File: config.mk
export PLATFORM = sky130hd
export DESIGN_NAME = sdm_cic_decimator
export DESIGN_NICKNAME = d
export VERILOG_FILES = /design/src/rtl/sdm_cic_decimator.sv
export SDC_FILE = /design/constraint.sdc
export NUM_CORES = 1
export LEC_CHECK = 0
export BUFFER_PORTS_ARGS = -buffer_cell sky130_fd_sc_hd__buf_4
export CORE_ASPECT_RATIO = 0.75
export CORE_MARGIN = 1
export CORE_UTILIZATION = 60
export DETAILED_ROUTE_END_ITERATION = 8
export PLACE_DENSITY = 0.76
export SYNTH_ARGS = -nofsm -noshare
export SYNTH_HDL_FRONTEND = slang
export SYNTH_SLANG_ARGS = --single-unit
export TNS_END_PERCENT = 20
File: constraint.sdc
create_clock -name CLOCK -period 14.19 [get_ports CLOCK]
set_clock_uncertainty 0.2 [all_clocks]
set_input_delay 0.7095 -clock CLOCK [delete_from_list [all_inputs] [get_ports CLOCK]]
set_output_delay 0.7095 -clock CLOCK [all_outputs]
set_load 0.01 [all_outputs]
File: src/rtl/sdm_cic_decimator.sv
// Third-order CIC (sinc^3) decimator for a 1-bit sigma-delta bitstream, ratio R = 2^DEC_LOG2.
// Define CIC_TRUNC16_EN for a fixed 16-bit output (MSB-aligned truncation or sign extension).
module sdm_cic_decimator #(
  parameter int DEC_LOG2 = 4,
  localparam int ACC_W = 3 * DEC_LOG2 + 2,
`ifdef CIC_TRUNC16_EN
  localparam int OUT_W = 16
`else
  localparam int OUT_W = 3 * DEC_LOG2 + 2
`endif
) (
  input  logic             CLOCK,
  input  logic             RESET,
  input  logic             BIT_IN,
  input  logic             BIT_VALID,
  output logic [OUT_W-1:0] DATAWORD_OUT,
  output logic             DATA_VALID
);

  logic [ACC_W-1:0]    x;
  logic [ACC_W-1:0]    i1, i2, i3;
  logic [ACC_W-1:0]    i1_n, i2_n, i3_n;
  logic [ACC_W-1:0]    d1, d2, d3;
  logic [ACC_W-1:0]    c1, c2, c3;
  logic [OUT_W-1:0]    c3_out;
  logic [DEC_LOG2-1:0] cnt;
  logic                dec_stb;

  // Bit 1 means the quantizer went negative, so it maps to -1 (all ones).
  assign x = BIT_IN ? '1 : ACC_W'(1);

  // Modulo-2^ACC_W wrap in every stage is intended; the comb undoes it exactly.
  always_comb begin
    i1_n = i1 + x;
    i2_n = i2 + i1_n;
    i3_n = i3 + i2_n;
    c1   = i3 - d1;
    c2   = c1 - d2;
    c3   = c2 - d3;
  end

`ifdef CIC_TRUNC16_EN
  if (ACC_W > 16) begin : g_trunc
    assign c3_out = c3[ACC_W-1 -: 16];
  end else begin : g_sext
    assign c3_out = 16'($signed(c3));
  end
`else
  assign c3_out = c3;
`endif

  always_ff @(posedge CLOCK) begin
    if (RESET) begin
      i1           <= '0;
      i2           <= '0;
      i3           <= '0;
      d1           <= '0;
      d2           <= '0;
      d3           <= '0;
      cnt          <= '0;
      dec_stb      <= 1'b0;
      DATAWORD_OUT <= '0;
      DATA_VALID   <= 1'b0;
    end else begin
      dec_stb    <= 1'b0;
      DATA_VALID <= 1'b0;
      if (BIT_VALID) begin
        i1  <= i1_n;
        i2  <= i2_n;
        i3  <= i3_n;
        cnt <= cnt + DEC_LOG2'(1);
        if (&cnt) dec_stb <= 1'b1;
      end
      // Comb samples the pre-update I3, which already holds the window's last bit.
      if (dec_stb) begin
        d1           <= i3;
        d2           <= c1;
        d3           <= c2;
        DATAWORD_OUT <= c3_out;
        DATA_VALID   <= 1'b1;
      end
    end
  end

endmodule

### Word level (Yosys, flattened, before mapping)

Cells that the tools add are included.

* register bits: 104
* bits in latches: 0
* bits in writable memories: 0
* memory bits (read-only): 0
* input port bits: 4
* output and inout bits: 15
* word-level logic and storage cells: 23
* memories kept: 0

* $add $sub $neg: 7
* multipliers: 0
* div/mod/pow operators: 0
* order comparisons: 0
* eq/ne operators: 0
* shifts and indexed selects: 0
* mux-type cells: 3
* bitwise gates (word level): 1
* reduce and logical (&&, ||, !) cells: 2

Operators by type and width (number)
* $add 14x14->14: 3
* $sub 14x14->14: 3
* $mux 14: 1
* $add 4x1->4 const B: 1
* $reduce_and 4->1: 1
* $mux 1: 2
* $reduce_or 2->1: 1
* $not 1->1: 1

### Logic depth before layout (Yosys ltp)

Gate-level depths: netlist (run 1).

* word-level depth: 4
* depth in mapped cells: 25
* gate-level depth less buffers: 25

### Least setup slack after synthesis (run 1)

OpenSTA, ideal clock, no wires.

* path kind: input-to-reg
* from: input BIT_IN
* to: register i3[13]
* arrival: 5.020 ns
* data required time: 13.867 ns
* slack: 8.847 ns
* cell stages on the path: 22
* buffers on the path: 0
* path through: fa_1 > a21o_1 > a21oi_1 > o21bai_1 > a21o_1 > a21oi_1 > o21bai_1 > xor2_1 > ha_1 > nand2_1 > o21bai_1 > a21boi_0 > o21a_1 > nor2_1 > ha_1 > or3_1 > o21ai_0 > a21oi_2 > a41o_1 > or3_1 > mux2i_1 > mux2_1

* word-level cells in the longest chain between the ends: 4

RTL lines
* start, declared: RTL line 14 `input logic BIT_IN,`
* $mux 14: RTL line 30 `assign x = BIT_IN ? '1 : ACC_W'(1);`
* $add 14x14->14: RTL line 34 `i1_n = i1 + x;`
* named net i1_n[8]: RTL line 22 `logic [ACC_W-1:0] i1_n, i2_n, i3_n;`
* $add 14x14->14: RTL line 35 `i2_n = i2 + i1_n;`
* named net i2_n[10]: RTL line 22
* $add 14x14->14: RTL line 36 `i3_n = i3 + i2_n;`
* end signal, assigned: RTL line 70 `i3 <= i3_n;`
* end, declared: RTL line 21 `logic [ACC_W-1:0] i1, i2, i3;`

The timed path passes the listed nets, and every way through them passes these cells.
A chain may end at the register's enable or synchronous reset.

### Worst setup path in the final report (run 1)

Same ends and word-level chain as after synthesis.

==> reports/results.ini, run 1 <==
[min_path]
hold_path_class = reg -> reg
hold_end = dec_stb$_SDFF_PP0_
min_from = cnt[3]$_SDFFE_PP0P_
min_path_cells = 2

[worst_setup_path]
crit_slowest_cell = fa_1
endpoint_kind = register
reg2reg_depth = 20
slowest_delay_ns = 0.62
worst_setup_path_start_kind = input port
crit_fanout = 14
worstPathCellList = buf_4 -> fa_1 -> inv_1 -> fa_1 -> nor2b_1 -> o21ai_0 -> a21boi_0 -> o21ai_0 -> a21boi_0 -> o21bai_1 -> a21boi_0 -> o21a_1 -> nor2_1 -> ha_1 -> or3_1 -> o21ai_0 -> a21oi_2 -> a41o_1 -> or3_1 -> mux2i_1 -> mux2_1
cp.arrival_ns = 5.81
r2r-end = i3[13]$_SDFFE_PP0P_
required_ns = 14.23
regToRegStartpoint = i1[0]$_SDFFE_PP0P_
path_class = in -> reg
r2r_setup_slack_ns = 8.62

[place]
dpl.cell_count = 1029
io_buffers = 18
place_ws_ns = 8.16
gp_congestion = 0.839
dpl.hpwl_um = 10200

[die]
die_x_um = 129
dieArea_um2 = 12500
die_y_um = 97.2
placeableCoreArea_um2 = 11700
initial_core_util_pct = 61.9
io_pins = 19
std_cell_rows = 34

[synth]
async_reset_ff_share_pct = 0
ys_types = 55
syn_area_um2 = 7250
synth_nets = 964
synth-edff-count = 0
synthFlopType = dfxtp_1
avgSynthCellArea_um2 = 8.30
syn_inst = 873
yosys_warnings = 0
yosysSeqAreaShare_pct = 28.7
synth-seq-cells = 104

[timing]
min_period_ns = 5.77
hold_viol = 0
post-route-period-util_pct = 40.7
rsz0062_at_grt = false
fmax_mhz = 173
drv_slew = 0
tightest_slew_ns = 0.872
setup_viol = 0
final.setup.tns_ns = 0
slew_headroom_pct = 41.8
setup_ws_ns = 8.42

[route]
dr.max_layer_used = met4
drcViolationCount = 0
route.met2.wl_um = 6490
drtIter0Drc = 315
viasPerCell = 5.62
first_pass_iters = 5
wl_met3_um = 401
wl_met1_um = 7150
routed_wl_um = 14200
dr_total_vias = 5870
wire_per_inst_um = 13.6
antenna_left = 0

[layout]
layout.cells.non_filler = 1045
area_growth_pct = 8.17
drive_gt1_share_pct = 5.55
num_antenna_cells = 0
nets = 969
utilization_pct = 67.0

[clock_tree]
cts_setup_buffers = 0
hold_buffers = 0
insertion_delay_ns = 0.35
cts-root-buf = clkbuf_16
clk_pin_slew_worst_paths_ns = 0.07
clock-sinks = 104
cts.htree.levels = 3
clock_path_buffers = 2
cts_tree = yes
cts_buffers = 9
cts_resized = 0

[global_route]
grt_max_degree = 83
grt_first_pass_wirelength_um = 25000
grt-ovfl-total = 0
antenna_found_initial = 0
first_global_vias = 5690
grt_usage_pct = 24.1

[outcome]
status = finished clean

[job]
drv_cap = 0

[flip-flops by register name, indices dropped and copies added, names as in the netlist]
register and count:
DATAWORD_OUT 14, d1 14, d2 14, d3 14, i1 14, i2 14, i3 14, cnt 4
DATA_VALID 1, dec_stb 1
[worst max path at each step]
stage	start	to	cells after the start
2_1_floorplan	BIT_IN	i3[13]$_SDFFE_PP0P_	22
3_3_place_gp	BIT_IN	i3[13]$_SDFFE_PP0P_	23
3_5_place_dp	BIT_IN	i3[13]$_SDFFE_PP0P_	21
4_1_cts	BIT_IN	i3[13]$_SDFFE_PP0P_	21
5_1_grt	BIT_IN	i3[13]$_SDFFE_PP0P_	21
6_report	BIT_IN	i3[13]$_SDFFE_PP0P_	21
[cell usage after synthesis (all sizes together), types with 13 or more instances]
| cell type | count | area share (%) |
|---|---|---|
| a211oi | 21 | 2.2 |
| a21o | 13 | 1.3 |
| a21oi | 54 | 3.8 |
| clkbuf | 17 | 0.88 |
| dfxtp | 104 | 29 |
| ha | 81 | 14 |
| inv | 71 | 3.7 |
| mux2i | 65 | 9.0 |
| nand2 | 33 | 1.7 |
| nand3 | 17 | 1.2 |
| nor2 | 136 | 7.0 |
| nor3 | 28 | 1.9 |
| o21a | 16 | 1.7 |
| o21ai | 33 | 2.3 |
| xnor2 | 39 | 4.7 |
| xor2 | 22 | 2.7 |
[cell usage in the layout (no fill, tap or decap), types with 4 or more instances in the layout]
cell | Yosys | final
nor2_1 | 136 | 136
dfxtp_1 | 104 | 103
ha_1 | 81 | 81
inv_1 | 71 | 71
mux2i_1 | 65 | 65
a21oi_1 | 52 | 52
xnor2_1 | 39 | 39
nand2_1 | 33 | 33
o21ai_0 | 31 | 31
nor3_1 | 28 | 28
xor2_1 | 22 | 22
buf_4 | 0 | 21
a211oi_1 | 20 | 20
nand3_1 | 17 | 17
o21a_1 | 15 | 15
a21o_1 | 13 | 13
and3_1 | 10 | 10
o21bai_1 | 10 | 10
or3_1 | 9 | 9
clkbuf_16 | 0 | 9
nor2b_1 | 8 | 8
o211ai_1 | 8 | 8
a31oi_1 | 7 | 7
nand4_1 | 6 | 6
fa_1 | 6 | 6
a21boi_0 | 5 | 5
nand2b_1 | 4 | 4
o311ai_0 | 4 | 4
and2_1 | 4 | 4
[layer usage]
metal | global-route usage [%] | up-vias
met1 | 32.5 | 2725
met5 | 0 | -
met3 | 4.30 | 16
li1 | - | 3053
met4 | 6.33 | 0
met2 | 39.5 | 76
[stage by stage]
stage | hold slack [ns] | area (um2)
2_1_floorplan | 0.226 | 7250
3_3_place_gp | 0.227 | 7510
3_5_place_dp | 0.245 | 7510
4_1_cts | 0.256 | 7840
5_1_grt | 0.284 | 7840
6_report | 0.254 | 7840
[layout make-up]
class / instances / area (um2)
multi-input cells: 670 / 4790
fillers: 941 / 3860
flip-flops and latches: 104 / 2080
inverters: 72 / 270
clock buffers: 11 / 253
well taps: 162 / 203
repair buffers: 21 / 158
clock inverters: 5 / 78.8
[worst max-delay path: cells and delay by family]
family | cells | cell delay, ns
compound gates | 10 | 2.14
fa+ha+maj | 3 | 1.31
buf+inv | 2 | 0.26
mux | 2 | 0.47
simple gates | 4 | 0.90
[kinds of logic after synthesis]
kind of cell	count (synthesis)	share of synthesized area [%]
xor gates and xnor gates	61	7.37
muxes	66	9.13
DFF	104	28.7
adders and majority gates	87	15.6
and+or+nand+nor	268	16.7
AOI/OAI and AO/OA	188	17.3
buffers and inverters	99	5.13
Power of run 1 is left out: the tool's default activity adds up to more than one toggle a clock period on the data nets, which glitch-free logic cannot reach.
==> run 2: changes to the inputs <==
--- a/config.mk
+++ b/config.mk
@@ -8,7 +8,7 @@
 export BUFFER_PORTS_ARGS = -buffer_cell sky130_fd_sc_hd__buf_4
 export CORE_ASPECT_RATIO = 0.75
 export CORE_MARGIN = 1
-export CORE_UTILIZATION = 60
+export CORE_UTILIZATION = 57
 export DETAILED_ROUTE_END_ITERATION = 8
 export PLACE_DENSITY = 0.76
 export SYNTH_ARGS = -nofsm -noshare
==> constraint.sdc (replaced) <==
create_clock -name CLOCK -period 4.8 [get_ports CLOCK]
set_clock_uncertainty 0.2 [all_clocks]
set_input_delay 0.24 -clock CLOCK [delete_from_list [all_inputs] [get_ports CLOCK]]
set_output_delay 0.24 -clock CLOCK [all_outputs]
set_load 0.01 [all_outputs]
==> run 2 against run 1 <==
  * Critical path type is now reg -> reg
  * Non-clock buffer count increased by 62
  * Sequential share of layout area is 1.7 points lower
  * The flow now finishes with violations (setup timing)
  * First-iteration DRC count is 3.2% lower
  * Setup slack worse by 8.5 ns
  * Register-to-register slack worse by 8.7 ns
  * Flip-flop and latch count did not move
  * Cell area up 6.8%
  * Clock-buffer cell count shrank 1
  * Critical path depth is 1 higher
==> reports/results.ini, run 2 (synthesized netlist as in run 1, its figures left out) <==
[timing]
post-route-period-util_pct = 101
slew_headroom_pct = 42.1  ; +0.26 points
rsz0062_at_grt = true
drv_slew = 0  ; unchanged
hold_viol = 0  ; unchanged
setup_viol = 1  ; +1
final.setup.tns_ns = -0.0561  ; -0.0561 ns
setup_ws_ns = -0.0561  ; -8.47 ns
tightest_slew_ns = 0.869  ; -0.00389 ns
min_period_ns = 4.86
fmax_mhz = 206

[worst_setup_path]
cpMostUsedCell = o21bai_1
required_ns = 4.83  ; -9.40 ns
worst_setup_path_start_kind = register
endpoint_kind = register
crit_fanout = 3  ; -11
cp_num_buf_inv = 0  ; -2
r2r_setup_slack_ns = -0.06  ; -8.68 ns
crit_slowest_cell = fa_2
slowest_delay_ns = 0.36  ; -0.26 ns
cp.arrival_ns = 4.89  ; -0.92 ns
path_class = reg -> reg
worstPathCellList = fa_2 -> a21o_1 -> a21oi_2 -> o21bai_1 -> a21o_1 -> a21oi_2 -> o21bai_1 -> xor2_1 -> ha_1 -> nand2_1 -> o21bai_1 -> a21boi_2 -> o21a_1 -> nor2_1 -> ha_1 -> or3_1 -> o21ai_2 -> a21oi_4 -> a41o_1 -> or3_1 -> mux2i_1 -> mux2_1
crit_family = compound AO/OA/AOI/OAI gates

[global_route]
antenna_found_initial = 0  ; unchanged
grt_first_pass_wirelength_um = 24800  ; -0.72%
grt_max_degree = 82  ; -1.2%
grt-ovfl-total = 0  ; unchanged
first_global_vias = 5554  ; -2.4%
grt_usage_pct = 22.7  ; -1.4 points

[min_path]
hold_path_class = in -> reg

[clock_tree]
cts-root-buf = clkbuf_16
clk_pin_slew_worst_paths_ns = 0.07  ; about the same
cts_tree = yes
hold_buffers = 0  ; unchanged
clock-sinks = 104  ; unchanged
insertion_delay_ns = 0.35  ; about the same
cts_buffers = 9  ; unchanged
clock_path_buffers = 2  ; unchanged
cts.htree.levels = 3  ; unchanged

[route]
first_pass_iters = 5  ; unchanged
drcViolationCount = 0  ; unchanged
antenna_left = 0  ; unchanged
dr_total_vias = 6031  ; +2.7%
wire_per_inst_um = 13.1  ; -3.7%
drtIter0Drc = 305  ; -3.2%
routed_wl_um = 14500  ; +2.4%
viasPerCell = 5.43  ; -3.4%

[layout]
drive_gt1_share_pct = 14.4  ; +8.8 points
final_common_cell = nor2_1
postLayoutCellArea_um2 = 8370  ; +6.8%
layout_common_cells = 136 x nor2_1, 101 x dfxtp_1, 83 x buf_4, 80 x ha_1, 71 x inv_1
utilization_pct = 67.8  ; +0.79 points
num_antenna_cells = 0  ; unchanged
fillers = 1053  ; +12%
area_growth_pct = 15.5
nets = 1031  ; +6.4%

[outcome]
violations = setup timing
status = complete, but fails checks

[place]
io_buffers = 18  ; unchanged
dpl.hpwl_um = 10300  ; +0.52%
place_ws_ns = -0.325  ; -8.48 ns
gp_congestion = 0.799  ; -4.7%
post_dp_cell_area_um2 = 7980  ; +6.3%

[die]
die_x_um = 132  ; +2.6%
placeableCoreArea_um2 = 12300  ; +5.6%
initial_core_util_pct = 58.7  ; -3.3 points
std_cell_rows = 35  ; +2.9%
die_y_um = 99.6  ; +2.5%
dieArea_um2 = 13200  ; +5.2%
io_pins = 19  ; unchanged

[job]
drv_cap = 0  ; unchanged

-- run 2: changes by cell type in the layout (fill, tap and decap cells not counted), sizes merged --
cell | before | now
clkinvlp | 0 | 1
buf | 21 | 83
inv | 71 | 73
clkbuf | 11 | 10
bufinv | 2 | 0
-- run 2: final cells by class --
class | count | area (um2) | share of cell area [%]
multi-input combinational | 670 | 4890 | 58.5
sequential | 104 | 2090 | 24.9
timing repair buffer | 83 | 623 | 7.44
inverter | 72 | 270 | 3.23
clock buffer | 10 | 239 | 2.86
tap | 166 | 208 | 2.48
clock inverter | 6 | 50.0 | 0.598
-- run 2: worst paths after layout --
path | from | end | depth (start not counted)
max reg2reg | i1[0]$_SDFFE_PP0P_ | i3[13]$_SDFFE_PP0P_ | 22
min reg2reg | cnt[3]$_SDFFE_PP0P_ | dec_stb$_SDFF_PP0_ | 2
min | RESET | i1[10]$_SDFFE_PP0P_ | 2
max | i1[0]$_SDFFE_PP0P_ | i3[13]$_SDFFE_PP0P_ | 22
-- run 2: metrics by stage --
| step | hold WS (ns) | std cells |
|---|---|---|
| after CTS | 0.0749 | 1111 |
| after floorplan | 0.226 | 873 |
| after global placement | 0.235 | 1094 |
| final | 0.0836 | 1111 |
| after global routing | 0.0879 | 1111 |
| after detailed placement | 0.238 | 1094 |
-- run 2: timing repair --
item / in CTS / in global routing
buffers inserted: 1 / 0
pin swaps: 12 / 14
resized for setup: 17 / 20
endpoints found under the setup margin: 5 / 6
-- run 2: routing by layer --
metal | track usage [%] | wire [um]
met1 | 31.3 | 7510
met2 | 36.3 | 6360
met3 | 4.59 | 498
met4 | 5.39 | 171
met5 | 0 | 0
-- run 2: worst reg2reg max path, cell delays in order, from the launching register on --
cell,delay [ns]
dfxtp_2,0.33
fa_2,0.36
a21o_1,0.18
a21oi_2,0.16
o21bai_1,0.08
a21o_1,0.19
a21oi_2,0.16
o21bai_1,0.09
xor2_1,0.17
ha_1,0.32
nand2_1,0.09
o21bai_1,0.17
a21boi_2,0.20
o21a_1,0.17
nor2_1,0.06
ha_1,0.20
or3_1,0.35
o21ai_2,0.11
a21oi_4,0.06
a41o_1,0.25
or3_1,0.34
mux2i_1,0.15
mux2_1,0.33
Power of run 2 is left out for the same reason.
==> run 3: changes to the inputs <==
--- a/config.mk
+++ b/config.mk
@@ -8,7 +8,7 @@
 export BUFFER_PORTS_ARGS = -buffer_cell sky130_fd_sc_hd__buf_4
 export CORE_ASPECT_RATIO = 0.75
 export CORE_MARGIN = 1
-export CORE_UTILIZATION = 57
+export CORE_UTILIZATION = 60
 export DETAILED_ROUTE_END_ITERATION = 8
 export PLACE_DENSITY = 0.76
 export SYNTH_ARGS = -nofsm -noshare
==> constraint.sdc (replaced) <==
create_clock -name CLOCK -period 4.91 [get_ports CLOCK]
set_clock_uncertainty 0.2 [all_clocks]
set_input_delay 0.2455 -clock CLOCK [delete_from_list [all_inputs] [get_ports CLOCK]]
set_output_delay 0.2455 -clock CLOCK [all_outputs]
set_load 0.01 [all_outputs]
==> run 3 against run 2 <==
  * The run now ends clean
  * Global-route usage grew 3.7 points
  * Maximum frequency is 0.78% lower
  * Critical path depth fell by 1
  * Register-to-register slack better by 0.07 ns
  * First-iteration DRC count decreased by 5.6%
  * Via count grew 4.9%
  * Wire length grew 11%
  * Sequential share of layout area is 0.50 points lower
  * Hold slack worse by 0.073 ns
  * Cell area grew 2.0%
==> reports/results.ini, run 3 (synthesized netlist as in run 1, its figures left out) <==
[clock_tree]
cts_buffers = 9  ; unchanged
cts-root-buf = clkbuf_16
clk_pin_slew_worst_paths_ns = 0.07  ; about the same
clock_path_buffers = 2  ; unchanged
cts_tree = yes
clock-sinks = 104  ; unchanged
insertion_delay_ns = 0.35  ; about the same
cts.htree.levels = 3  ; unchanged

[timing]
rsz0062_at_grt = true
hold_viol = 0  ; unchanged
setup_viol = 0  ; -1
min_period_ns = 4.89  ; +0.0383 ns
post-route-period-util_pct = 99.7  ; -1.5 points
setup_ws_ns = 0.0156  ; +0.0717 ns
fin_hold_ws_ns = 0.0107  ; -0.0729 ns
fmax_mhz = 204  ; -0.78%
slew_headroom_pct = 27.7  ; -14 points
tightest_slew_ns = 1.08  ; +0.215 ns
drv_slew = 0  ; unchanged

[global_route]
first_global_vias = 6063  ; +9.2%
grt_max_degree = 99  ; +21%
grt-ovfl-total = 0  ; unchanged
grt_first_pass_wirelength_um = 27000  ; +8.8%
grt_usage_pct = 26.3  ; +3.7 points
antenna_found_initial = 0  ; unchanged

[die]
initial_core_util_pct = 61.9  ; +3.3 points
std_cell_rows = 34  ; -2.9%
die_x_um = 129  ; -2.5%
io_pins = 19  ; unchanged
dieArea_um2 = 12500  ; -4.9%
placeableCoreArea_um2 = 11700  ; -5.3%
die_y_um = 97.2  ; -2.5%

[place]
io_buffers = 18  ; unchanged
place_ws_ns = -0.368  ; -0.0427 ns
gp_congestion = 0.830  ; +3.9%
dpl.cell_count = 1078  ; -1.5%
dpl.hpwl_um = 11100  ; +8.4%

[worst_setup_path]
path_class = reg -> reg
cp.arrival_ns = 4.93  ; +0.04 ns
r2r_setup_slack_ns = 0.02  ; +0.07 ns
endpoint_kind = register
required_ns = 4.95  ; +0.12 ns
worst_setup_path_start_kind = register
crit_fanout = 3  ; unchanged

[layout]
layout.cells.non_filler = 1111  ; unchanged
drive_gt1_share_pct = 15.9  ; +1.5 points
layout_common_cells = 134 x nor2_1, 101 x dfxtp_1, 81 x buf_4, 79 x ha_1, 71 x inv_1
final_common_cell = nor2_1
area_growth_pct = 17.9
num_antenna_cells = 0  ; unchanged
nets = 1035  ; +0.39%
utilization_pct = 73.0  ; +5.2 points

[route]
drcViolationCount = 0  ; unchanged
wl_met1_um = 7820  ; +4.1%
antenna_left = 0  ; unchanged
drtIter0Drc = 288  ; -5.6%
wl_met3_um = 488  ; -2.0%
dr.max_layer_used = met4
first_pass_iters = 5  ; unchanged
routed_wl_um = 16200  ; +11%
dr_total_vias = 6324  ; +4.9%
route.met2.wl_um = 7740  ; +22%
wire_per_inst_um = 14.6  ; +11%
viasPerCell = 5.69  ; +4.9%

[outcome]
status = finished clean

[min_path]
hold_path_class = in -> reg

[job]
drv_cap = 0  ; unchanged

## run 3: timing repair
action                                  in CTS  in global routing
endpoints found under the hold margin        6                  0
pin swaps                                    8                 25
cloned                                       0                  0
endpoints found under the setup margin       4                  6
hold buffers                                 6                  0
resized for setup                           21                 38
setup buffers                                5                  6
## run 3: routing by layer
layer  GRT usage (%)  vias to the layer above
met3            4.30                       12
met2            45.3                       81
met1            34.3                     3030
li1                -                     3201
met4            6.24                        0
met5               0                        -
## run 3: critical path: stages (launching register included)
cell and delay, ns:
dfxtp_2 0.34, fa_2 0.36, a21o_1 0.19, a21oi_2 0.16, o21bai_1 0.08, a21o_1 0.21
buf_4 0.14, xor2_1 0.15, ha_1 0.30, a21boi_2 0.25, o21a_1 0.19, o21a_1 0.15
nor2_1 0.05, ha_1 0.29, nand3_1 0.08, o31a_2 0.33, a21oi_4 0.18, nor3_1 0.09
a41o_1 0.21, or3_1 0.34, mux2i_1 0.15, mux2_1 0.35
## run 3: path summary, 6_finish.rpt
kind,start,end,cells after the start
setup / recovery,i1[0]$_SDFFE_PP0P_,i3[13]$_SDFFE_PP0P_,21
hold / removal,RESET,i1[9]$_SDFFE_PP0P_,2
hold reg to reg,cnt[3]$_SDFFE_PP0P_,dec_stb$_SDFF_PP0_,2
setup reg to reg,i1[0]$_SDFFE_PP0P_,i3[13]$_SDFFE_PP0P_,21
## run 3: per-stage QoR
stage / instance area (um2) / setup TNS (ns)
after detailed placement: 7870 / -0.698
after CTS: 8350 / -0.00921
after floorplan: 7250 / 0
after global placement: 7870 / -0.118
final: 8540 / 0
after global routing: 8540 / -0.475
## run 3: final cells by class
type | instances | area [um2]
inverter | 72 | 270
tap | 162 | 203
multi-input combinational | 670 | 4990
sequential | 104 | 2090
fill | 870 | 3160
timing repair buffer | 87 | 668
clock inverter | 6 | 90.1
clock buffer | 10 | 239
Power of run 3 is left out for the same reason.
